### config.mk
export PLATFORM = sky130hd
export DESIGN_NAME = wb_uart_flat
export DESIGN_NICKNAME = d
export VERILOG_FILES = /design/src/rtl/wb_uart_if.sv /design/src/rtl/wb_uart.sv /design/src/flat_wrapper.sv
export SDC_FILE = /design/constraint.sdc
export NUM_CORES = 1
export LEC_CHECK = 0
export ABC_AREA = 1
export CORE_ASPECT_RATIO = 0.75
export CORE_MARGIN = 2
export CORE_UTILIZATION = 60
export DETAILED_ROUTE_END_ITERATION = 10
export PLACE_DENSITY = 0.84
export SLEW_MARGIN = 20
export SYNTH_ARGS = -nofsm -noshare
export SYNTH_HDL_FRONTEND = slang
export SYNTH_SLANG_ARGS = --single-unit
### constraint.sdc
create_clock -name wb_clk_i -period 5.2 [get_ports wb_clk_i]
set_clock_uncertainty 0.2 [all_clocks]
set_input_delay 1.04 -clock wb_clk_i [delete_from_list [all_inputs] [get_ports wb_clk_i]]
set_output_delay 1.04 -clock wb_clk_i [all_outputs]
set_load 0.01 [all_outputs]
### src/rtl/wb_uart_if.sv
// wb_uart_if: Wishbone B3 classic bus bundle for the UART slave.
// Signal names follow the slave's view of the bus.
interface wb_uart_if;
  logic        cyc;
  logic        stb;
  logic        we;
  logic [31:0] adr;
  logic [3:0]  sel;
  logic [31:0] dat_i;
  logic [31:0] dat_o;
  logic        ack;

  modport master (
    output cyc, stb, we, adr, sel, dat_i,
    input  dat_o, ack
  );

  modport slave (
    input  cyc, stb, we, adr, sel, dat_i,
    output dat_o, ack
  );
endinterface

### src/rtl/wb_uart.sv
// wb_uart: Wishbone classic slave UART, 8-deep TX FIFO, 8N1 framing.
// Define UART_LOOPBACK_EN to add CTRL.LOOP internal loopback.
module wb_uart #(
  parameter int CLK_DIV_RST = 868,
  parameter int TXF_AW      = 3
) (
  input  logic     wb_clk_i,
  input  logic     wb_rstn_i,
  wb_uart_if.slave wb,
  output logic     uart_txd_o,
  input  logic     uart_rxd_i,
  output logic     uart_int_o
);
  typedef enum logic [1:0] {
    S_IDLE, S_START, S_DATA, S_STOP
  } st_e;

  localparam int DEPTH = 1 << TXF_AW;

  logic        req, wr, rd, ack_q, irq_q;
  logic        a_data, a_stat, a_ctrl, a_div;
  logic [31:0] dat_q, rdata;
  logic [15:0] div_q, div_w;
  logic [2:0]  ctrl_q;
  logic        rxv, rxovr, ferr, txovf;
  logic [7:0]  rx_byte;
  logic        rd_data, unused_bits;

  logic [7:0]        mem [DEPTH];
  logic [TXF_AW:0]   wp, rp;
  logic              empty, full;
  logic              push, push_ok, pop;
  logic [7:0]        head;

  st_e         tx_st, tx_st_n;
  logic [15:0] tx_cnt, tx_cnt_n;
  logic [2:0]  tx_bit, tx_bit_n;
  logic [7:0]  tx_sh, tx_sh_n;
  logic        tx_line, busy;

  st_e         rx_st, rx_st_n;
  logic [15:0] rx_cnt, rx_cnt_n;
  logic [2:0]  rx_bit, rx_bit_n;
  logic [7:0]  rx_sh, rx_sh_n;
  logic        rx_src, rx_m, rx_s, rx_p;
  logic        rx_load, rx_ferr;

  assign unused_bits = ^{wb.adr[31:4], wb.adr[1:0],
                         wb.dat_i[31:16], wb.sel[3:2]};

  assign req = wb.cyc & wb.stb & ~ack_q;
  assign wr  = req & wb.we;
  assign rd  = req & ~wb.we;

  assign a_data = wb.adr[3:2] == 2'd0;
  assign a_stat = wb.adr[3:2] == 2'd1;
  assign a_ctrl = wb.adr[3:2] == 2'd2;
  assign a_div  = wb.adr[3:2] == 2'd3;

  assign rd_data = rd & a_data;
  assign push    = wr & a_data & wb.sel[0];
  assign push_ok = push & (~full | pop);

  assign div_w = {
    wb.sel[1] ? wb.dat_i[15:8] : div_q[15:8],
    wb.sel[0] ? wb.dat_i[7:0]  : div_q[7:0]
  };

  assign empty = wp == rp;
  assign full  = (wp[TXF_AW] != rp[TXF_AW]) &&
                 (wp[TXF_AW-1:0] == rp[TXF_AW-1:0]);
  assign head  = mem[rp[TXF_AW-1:0]];
  assign busy  = tx_st != S_IDLE;

  assign wb.ack     = ack_q;
  assign wb.dat_o   = dat_q;
  assign uart_int_o = irq_q;

`ifdef UART_LOOPBACK_EN
  assign rx_src     = ctrl_q[2] ? tx_line : uart_rxd_i;
  assign uart_txd_o = ctrl_q[2] | tx_line;
`else
  assign rx_src     = uart_rxd_i;
  assign uart_txd_o = tx_line;
`endif

  // Read-data select for the addressed register.
  always_comb begin
    rdata = 32'd0;
    unique case (1'b1)
      a_data: rdata = {24'd0, rx_byte};
      a_stat: rdata = {25'd0, txovf, ferr, rxovr,
                       busy, full, empty, rxv};
      a_ctrl: rdata = {29'd0, ctrl_q};
      a_div:  rdata = {16'd0, div_q};
    endcase
  end

  // Bus response, registers, sticky flags and interrupt.
  always_ff @(posedge wb_clk_i or negedge wb_rstn_i) begin
    if (!wb_rstn_i) begin
      ack_q   <= 1'b0;
      dat_q   <= 32'd0;
      div_q   <= 16'(CLK_DIV_RST);
      ctrl_q  <= 3'd0;
      rxv     <= 1'b0;
      rxovr   <= 1'b0;
      ferr    <= 1'b0;
      txovf   <= 1'b0;
      rx_byte <= 8'd0;
      irq_q   <= 1'b0;
    end else begin
      ack_q <= req;
      dat_q <= rd ? rdata : 32'd0;
      if (wr && a_div && |wb.sel[1:0])
        div_q <= (div_w < 16'd4) ? 16'd4 : div_w;
      if (wr && a_ctrl && wb.sel[0]) begin
`ifdef UART_LOOPBACK_EN
        ctrl_q <= wb.dat_i[2:0];
`else
        ctrl_q <= {1'b0, wb.dat_i[1:0]};
`endif
      end
      if (wr && a_stat && wb.sel[0]) begin
        if (wb.dat_i[4]) rxovr <= 1'b0;
        if (wb.dat_i[5]) ferr  <= 1'b0;
        if (wb.dat_i[6]) txovf <= 1'b0;
      end
      if (rx_load && rxv && !rd_data) rxovr <= 1'b1;
      if (rx_ferr) ferr <= 1'b1;
      if (push && full && !pop) txovf <= 1'b1;
      if (rd_data) rxv <= 1'b0;
      if (rx_load) rxv <= 1'b1;
      if (rx_load && (!rxv || rd_data))
        rx_byte <= rx_sh;
      irq_q <= (rxv & ctrl_q[0]) |
               (empty & ~busy & ctrl_q[1]);
    end
  end

  // TX FIFO storage; contents need no reset.
  always_ff @(posedge wb_clk_i) begin
    if (push_ok) mem[wp[TXF_AW-1:0]] <= wb.dat_i[7:0];
  end

  // TX FIFO pointers.
  always_ff @(posedge wb_clk_i or negedge wb_rstn_i) begin
    if (!wb_rstn_i) begin
      wp <= '0;
      rp <= '0;
    end else begin
      if (push_ok) wp <= wp + 1'b1;
      if (pop)     rp <= rp + 1'b1;
    end
  end

  // TX state register.
  always_ff @(posedge wb_clk_i or negedge wb_rstn_i) begin
    if (!wb_rstn_i) begin
      tx_st  <= S_IDLE;
      tx_cnt <= 16'd0;
      tx_bit <= 3'd0;
      tx_sh  <= 8'd0;
    end else begin
      tx_st  <= tx_st_n;
      tx_cnt <= tx_cnt_n;
      tx_bit <= tx_bit_n;
      tx_sh  <= tx_sh_n;
    end
  end

  // TX next state; divisor is re-read at every bit boundary.
  always_comb begin
    tx_st_n  = tx_st;
    tx_cnt_n = tx_cnt - 16'd1;
    tx_bit_n = tx_bit;
    tx_sh_n  = tx_sh;
    pop      = 1'b0;
    tx_line  = 1'b1;
    unique case (tx_st)
      S_IDLE: begin
        tx_cnt_n = tx_cnt;
        if (!empty) begin
          pop      = 1'b1;
          tx_sh_n  = head;
          tx_cnt_n = div_q - 16'd1;
          tx_st_n  = S_START;
        end
      end
      S_START: begin
        tx_line = 1'b0;
        if (tx_cnt == 16'd0) begin
          tx_cnt_n = div_q - 16'd1;
          tx_bit_n = 3'd0;
          tx_st_n  = S_DATA;
        end
      end
      S_DATA: begin
        tx_line = tx_sh[0];
        if (tx_cnt == 16'd0) begin
          tx_cnt_n = div_q - 16'd1;
          tx_sh_n  = tx_sh >> 1;
          tx_bit_n = tx_bit + 3'd1;
          if (tx_bit == 3'd7) tx_st_n = S_STOP;
        end
      end
      S_STOP: begin
        if (tx_cnt == 16'd0) begin
          tx_st_n = S_IDLE;
          if (!empty) begin
            pop      = 1'b1;
            tx_sh_n  = head;
            tx_cnt_n = div_q - 16'd1;
            tx_st_n  = S_START;
          end
        end
      end
    endcase
  end

  // RX two-flop synchronizer plus edge-detect history.
  always_ff @(posedge wb_clk_i or negedge wb_rstn_i) begin
    if (!wb_rstn_i) begin
      rx_m <= 1'b1;
      rx_s <= 1'b1;
      rx_p <= 1'b1;
    end else begin
      rx_m <= rx_src;
      rx_s <= rx_m;
      rx_p <= rx_s;
    end
  end

  // RX state register.
  always_ff @(posedge wb_clk_i or negedge wb_rstn_i) begin
    if (!wb_rstn_i) begin
      rx_st  <= S_IDLE;
      rx_cnt <= 16'd0;
      rx_bit <= 3'd0;
      rx_sh  <= 8'd0;
    end else begin
      rx_st  <= rx_st_n;
      rx_cnt <= rx_cnt_n;
      rx_bit <= rx_bit_n;
      rx_sh  <= rx_sh_n;
    end
  end

  // RX next state: mid-bit sampling from the start edge.
  always_comb begin
    rx_st_n  = rx_st;
    rx_cnt_n = rx_cnt - 16'd1;
    rx_bit_n = rx_bit;
    rx_sh_n  = rx_sh;
    rx_load  = 1'b0;
    rx_ferr  = 1'b0;
    unique case (rx_st)
      S_IDLE: begin
        rx_cnt_n = rx_cnt;
        if (rx_p && !rx_s) begin
          rx_cnt_n = {1'b0, div_q[15:1]} - 16'd1;
          rx_st_n  = S_START;
        end
      end
      S_START: begin
        if (rx_cnt == 16'd0) begin
          rx_cnt_n = div_q - 16'd1;
          rx_bit_n = 3'd0;
          rx_st_n  = rx_s ? S_IDLE : S_DATA;
        end
      end
      S_DATA: begin
        if (rx_cnt == 16'd0) begin
          rx_cnt_n = div_q - 16'd1;
          rx_sh_n  = {rx_s, rx_sh[7:1]};
          rx_bit_n = rx_bit + 3'd1;
          if (rx_bit == 3'd7) rx_st_n = S_STOP;
        end
      end
      S_STOP: begin
        if (rx_cnt == 16'd0) begin
          rx_load = rx_s;
          rx_ferr = ~rx_s;
          rx_st_n = S_IDLE;
        end
      end
    endcase
  end
endmodule

### src/flat_wrapper.sv
// flat-port wrapper written by rule: the top's interface ports become plain ports
module wb_uart_flat 
#(
  parameter int CLK_DIV_RST = 868,
  parameter int TXF_AW      = 3
)
  (wb_clk_i, wb_rstn_i, uart_txd_o, uart_rxd_i, uart_int_o, wb_cyc, wb_stb, wb_we, wb_adr, wb_sel, wb_dat_i, wb_dat_o, wb_ack);
  wb_uart_if wb_i ();
  input  logic wb_clk_i;
  input  logic wb_rstn_i;
  output logic uart_txd_o;
  input  logic uart_rxd_i;
  output logic uart_int_o;
  input wire logic [$bits(wb_i.cyc)-1:0] wb_cyc;
  input wire logic [$bits(wb_i.stb)-1:0] wb_stb;
  input wire logic [$bits(wb_i.we)-1:0] wb_we;
  input wire logic [$bits(wb_i.adr)-1:0] wb_adr;
  input wire logic [$bits(wb_i.sel)-1:0] wb_sel;
  input wire logic [$bits(wb_i.dat_i)-1:0] wb_dat_i;
  output wire logic [$bits(wb_i.dat_o)-1:0] wb_dat_o;
  output wire logic [$bits(wb_i.ack)-1:0] wb_ack;
  assign wb_i.cyc = wb_cyc;
  assign wb_i.stb = wb_stb;
  assign wb_i.we = wb_we;
  assign wb_i.adr = wb_adr;
  assign wb_i.sel = wb_sel;
  assign wb_i.dat_i = wb_dat_i;
  assign wb_dat_o = wb_i.dat_o;
  assign wb_ack = wb_i.ack;
  wb_uart #(.CLK_DIV_RST(CLK_DIV_RST), .TXF_AW(TXF_AW)) u_core (.wb_clk_i(wb_clk_i), .wb_rstn_i(wb_rstn_i), .wb(wb_i), .uart_txd_o(uart_txd_o), .uart_rxd_i(uart_rxd_i), .uart_int_o(uart_int_o));
endmodule
# [After elaboration in Yosys (flattened, before gate mapping)]
# Memories as Yosys holds them, arrays and structs flattened.
# Index checks and enable logic that the tools add are counted.
[word_totals] inputBits=74 wordCells=179 mem_count=1 ff_bits=133 ramBits=64 output_inout_bits=35
[mem_list] name="u_core.mem" words=8 width=8 read_ports=1 rd_clocked_by_memory_dff=0 wr=1 line_no="wb_uart.sv:29" source="logic [7:0] mem [DEPTH];"
[op_classes] n_bitwise=18 n_lt_le_gt_ge=1 n_mux=58 n_eq_ne=24 add_sub_neg=8 n_reduce_logical=46
[ops] op="one-hot mux 32 bit (4 select lines)" count=1
[ops] op="2-to-1 mux 16 bit" count=7
[ops] op="one-hot mux 16 bit (3 select lines)" count=1
[ops] op="subtractor 16 x 1 -> 16 bit (second input constant)" count=3
[ops] op="2-to-1 mux 8 bit" count=5
[ops] op="zero test 16 bit" count=2
[ops] op="2-to-1 mux 32 bit" count=1
[ops] op="one-hot mux 16 bit (2 select lines)" count=1
[ops] op="one-hot mux 8 bit (3 select lines)" count=1
[ops] op="2-to-1 mux 2 bit" count=11
[ops] op="2-to-1 mux 1 bit" count=20
[ops] op="nonzero test 2 bit" count=10
[ops] op="!= test 2 x 1 -> 1 bit (second input constant)" count=9
[ops] op="< comparator 16 x 3 -> 1 bit (second input constant)" count=1
[ops] op="one-hot mux 2 bit (4 select lines)" count=2
[ops] op="subtractor 15 x 1 -> 16 bit (second input constant)" count=1
[ops] op="logical AND 1 bit" count=13
[ops] op="equality test 2 bit (second input constant)" count=6
[ops] op="2-to-1 mux 3 bit" count=4
[ops] op="one-hot mux 3 bit (2 select lines)" count=2
[ops] op="bitwise AND 1 bit" count=11
[ops] op="AND reduction 5 bit" count=2
[ops] op="AND reduction 3 bit" count=3
[ops] op="adder 4 x 1 -> 4 bit (second input constant)" count=2
[ops] op="other kinds (16)" count=36

# [Depth between registers and ports, before layout]
[logic_depth] word_depth=9 mapped_depth=13 mapped_depth_nobuf=13

# [Worst setup path before layout]
# No wires, ideal clock.
[synth_timing] path_kind="input port to flip-flop" startpoint="input port wb_adr[3]" endpoint="memory u_core.mem[0][0], enable pin" required_ps=4630 arrival_time_ps=2281 path_stages=5 slack_ps=2348 setup_ps=370 path_buffers=0 path_cell_list="nor2_1 inv_1 nor3_1 nand3_1 nor2_1"
[synth_via] elab_chain_cells=6
[synth_lines] item="start, declared" line_no="flat_wrapper.sv:17" source="input wire logic [$bits(wb_i.adr)-1:0] wb_adr;"
[synth_lines] item="zero test 2 bit" line_no="wb_uart.sv:55" source="assign a_data = wb.adr[3:2] == 2'd0;"
[synth_lines] item="bitwise AND 1 bit (2 in series)" line_no="wb_uart.sv:61" source="assign push = wr & a_data & wb.sel[0];"
[synth_lines] item="bitwise AND 1 bit" line_no="wb_uart.sv:62" source="assign push_ok = push & (~full | pop);"
[synth_lines] item="2-to-1 mux 1 bit" line_no="wb_uart.sv:143" source="if (push_ok) mem[wp[TXF_AW-1:0]] <= wb.dat_i[7:0];"
[synth_lines] item="2-to-1 mux 1 bit (implied by the code)" line_no="wb_uart.sv:143"
[synth_lines] item="end, declared" line_no="wb_uart.sv:29"
# No other way between the ends.

# [Final worst setup path]
[layout_timing] startpoint="register u_core.tx_st[0]" endpoint="output port uart_txd_o"
[layout_via] elab_chain_cells=2 elab_cells_between_ends=3 classes_between="eq/ne (2); mux (1)"
[layout_lines] item="start, declared" line_no="wb_uart.sv:35" source="st_e tx_st, tx_st_n;"
[layout_lines] item="start signal, assigned" line_no="wb_uart.sv:165" source="tx_st <= tx_st_n;"
[layout_lines] item="equality test 2 bit / equality test 2 x 1 -> 1 bit (equally long branches)" line_no="wb_uart.sv:180" source="unique case (tx_st)"
[layout_lines] item="one-hot mux 1 bit (2 select lines) (*)" line_no="wb_uart.sv:180"
[layout_lines] item="end, declared" line_no="flat_wrapper.sv:11" source="output logic uart_txd_o;"
# Every way passes the cells marked *; elsewhere a longest branch is shown, timed or not.

==> results.yml <==
clocking:
  cts_buffer_depth: 2
  htreeDepth: 4
  clk_pin_slew_ns: 0.09
  cts_tree: "built"
  root_buffer: "clkbuf_16"
  postCtsSetupBuffers: 0
  cts_resized: 0
  cts.sinks: 181
  hold_buffers: 0
  cts_buffers: 17
  clock_latency_ns: 0.45
timing:
  setup_violations: 0
  slew_viol_final: 0
  fin_tns_setup_ns: 0
  min_period_over_period_pct: 74.5
  timing.fmax_ghz: 0.258
  min_period_ns: 3.88
  worst_slew_pin_slew_ns: 1.05
  finalHoldViolCount: 0
  rsz0062_at_grt: "no"
  relSlewSlack_pct: 30.1
pwr:
  cellLeakagePower_nw: 4.88
  swShare_pct: 44.6
  power_mw: 5.71
  intPower_mw: 3.16
  powerDensity_nw_per_um2: 518
  ir_drop_v: 0.000299
  power_switching_mw: 2.54
  p_seq_share_pct: 34.8
  p_clk_share_pct: 23.5
  combPwrFrac_pct: 41.7
worst_setup_path:
  setup.worst_path.end_class: "primary output"
  cp-start-kind: "register"
  worstSetupPathType: "reg2out"
  crit_arrival_ns: 2.64
  path_max_fanout: 18
  rrSetupSlack_ns: 1.72
  reg2reg_depth: 12
  required_ns: 3.96
  crit_start: "u_core.tx_st[0]"
  crit_end: "uart_txd_o"
  r2r-start: "u_core.rp[0]"
  rr_endpoint: "u_core.mem[1][7]"
synthesis:
  ys.flop_type: "dfrtp_1"
  synthSimpleGateAreaFrac_pct: 26.3
  synth_compound_area_share_pct: 11.5
  synth_xor_area_share_pct: 2.85
  synth_fa_ha_area_share_pct: 2.54
  syn-instance-count: 1232
  synth_cell_types: 47
  synth_area_um2: 9840
  synth_edf_count: 64
  synth_top_family_by_area: "simple AND/OR/NAND/NOR gates"
  ys_warn_count: 0
  ys_seq_area_share_pct: 49.4
  synth_seq_cells: 181
  synth-async-reset-ratio_pct: 64.6
  synthMuxAreaShare_pct: 0.102
  avgSynthCellArea_um2: 7.99
routing:
  drtPass1Iterations: 5
  vias: 8542
  wl_per_cell_um: 16.5
  drc_errors: 0
  drtAntennaViolNets: 0
  drt-total-wl_um: 24700
  via_per_inst: 5.72
  drt-initial-drc-count: 1001
floorplanning:
  ios: 109
  fp.dieArea_um2: 17500
  core_um2: 16000
  initial_core_util_pct: 61.4
  std_cell_rows: 40
  die_w_um: 152
  die_y_um: 115
placement:
  gp_congestion: 0.955
  port_buffers: 44
  dp_hpwl_um: 17400
grt:
  gr-total-overflow: 0
  antenna_found_initial: 0
  grt_start_max_net_pins: 45
  grt_pass1_vias: 7978
  grt_pass1_wl_um: 40300
  grtUsageTotal_pct: 29.4
finish:
  fillers: 1228
  drive_gt1_share_pct: 6.85
  layout-area-overhead-vs-synth_pct: 11.8
  nNetsFinal: 1365
  antenna_cells: 0
  layout_commonest_cell: "nand2_1"
  layout_common_cells: "nand2_1, nor2_1, inv_1, dfrtp_1, o21ai_0"
min_path:
  min_path_type: "reg2reg"
  holdCritStartpoint: "u_core.rx_m"
outcome:
  status: "finished clean"
job:
  max-cap-violations: 0
==> cells in the mapped netlist (6+ instances only) <==
cell | n | area [um2]
a21oi_1 | 36 | 180
a22oi_1 | 7 | 52.6
buf_2 | 7 | 35.0
buf_4 | 20 | 150
clkbuf_1 | 14 | 52.6
dfrtp_1 | 109 | 2730
dfstp_2 | 8 | 210
edfxtp_1 | 64 | 1920
ha_1 | 20 | 250
inv_1 | 109 | 409
inv_2 | 12 | 45.0
nand2_1 | 317 | 1190
nand2_2 | 7 | 43.8
nand3_1 | 88 | 440
nand4_1 | 12 | 75.1
nor2_1 | 166 | 623
nor2_2 | 10 | 62.6
nor3_1 | 6 | 30.0
o21ai_0 | 94 | 470
o21ai_1 | 44 | 220
o22ai_1 | 6 | 37.5
xor2_1 | 28 | 245
==> stage by stage <==
step	setup slack [ns]	hold WS, ns	utilization (%)	instances	area [um2]
after floorplan	2.35	0.145	-	1247	9900
after global placement	1.43	0.149	64.8	1462	10400
after detailed placement	1.38	0.150	64.8	1462	10400
after CTS	1.32	0.162	68.7	1494	11000
after global routing	1.08	0.168	68.7	1494	11000
final	1.32	0.163	68.7	1494	11000
==> registers in the layout (all words and copies together) (netlist names), 2 cells and up, named ones only <==
| signal | cells |
|---|---|
| u_core.tx_st | 2 |
| u_core.rx_sh | 8 |
| u_core.rp | 4 |
| u_core.wp | 4 |
| u_core.tx_sh | 8 |
| u_core.ctrl_q | 2 |
| u_core.div_q | 16 |
| u_core.tx_bit | 3 |
| u_core.rx_byte | 8 |
| u_core.mem | 64 |
| u_core.rx_cnt | 16 |
| u_core.rx_bit | 3 |
| u_core.tx_cnt | 16 |
| u_core.wb.dat_o | 16 |
==> worst max-delay path, cell delays in order, from the launching register on <==
cell and delay, ns:
dfrtp_1 0.42, inv_1 0.13, ha_1 0.31, clkinv_1 0.45, o21ai_0 0.30, clkdlybuf4s50_1 0.57
==> area by class of cell <==
cell class	count	area (um2)	area share, %
tap	210	263	2.39
clock buffer	17	425	3.86
sequential	181	4860	44.2
multi-input combinational	898	4320	39.2
clock inverter	15	206	1.88
inverter	125	469	4.26
timing repair buffer	48	468	4.25
==> metal layers <==
layer / vias to the layer above / global-route usage (%) / share of wire (%)
met3: 53 / 6.71 / 11
met5: - / 0 / 0
met1: 3954 / 43.8 / 46
met2: 462 / 43.1 / 42
li1: 4073 / - / -
met4: 0 / 9.72 / 2.1
==> worst min-delay path by stage <==
stage,slack [ns],cells past startpoint,end
floorplan,0.15,0,u_core.rx_s
global placement,0.15,0,u_core.rx_s
detailed placement,0.15,0,u_core.rx_s
CTS,0.16,0,u_core.rx_s
global route,0.17,0,u_core.rx_s
finish,0.16,0,u_core.rx_s
==> cell families after synthesis <==
logic type	after synthesis
adder cells (fa/ha/maj)	20
AND/OR/NAND/NOR	620
AO/OA/AOI/OAI	209
XOR/XNOR	32
other	1
flip-flops	181
buffers and inverters	168
multiplexers	1
==> power by group through the flow <==
stage               Combinational, mW  Clock [mW]  Sequential, mW
floorplan                        1.79           0            1.93
global placement                 2.23           0            2.00
detailed placement               2.31           0            2.00
CTS                              2.33        1.35            1.98
global route                     2.66        1.41            2.02
finish                           2.38        1.34            1.99
No activity file was read; power rests on OpenSTA's default activity.
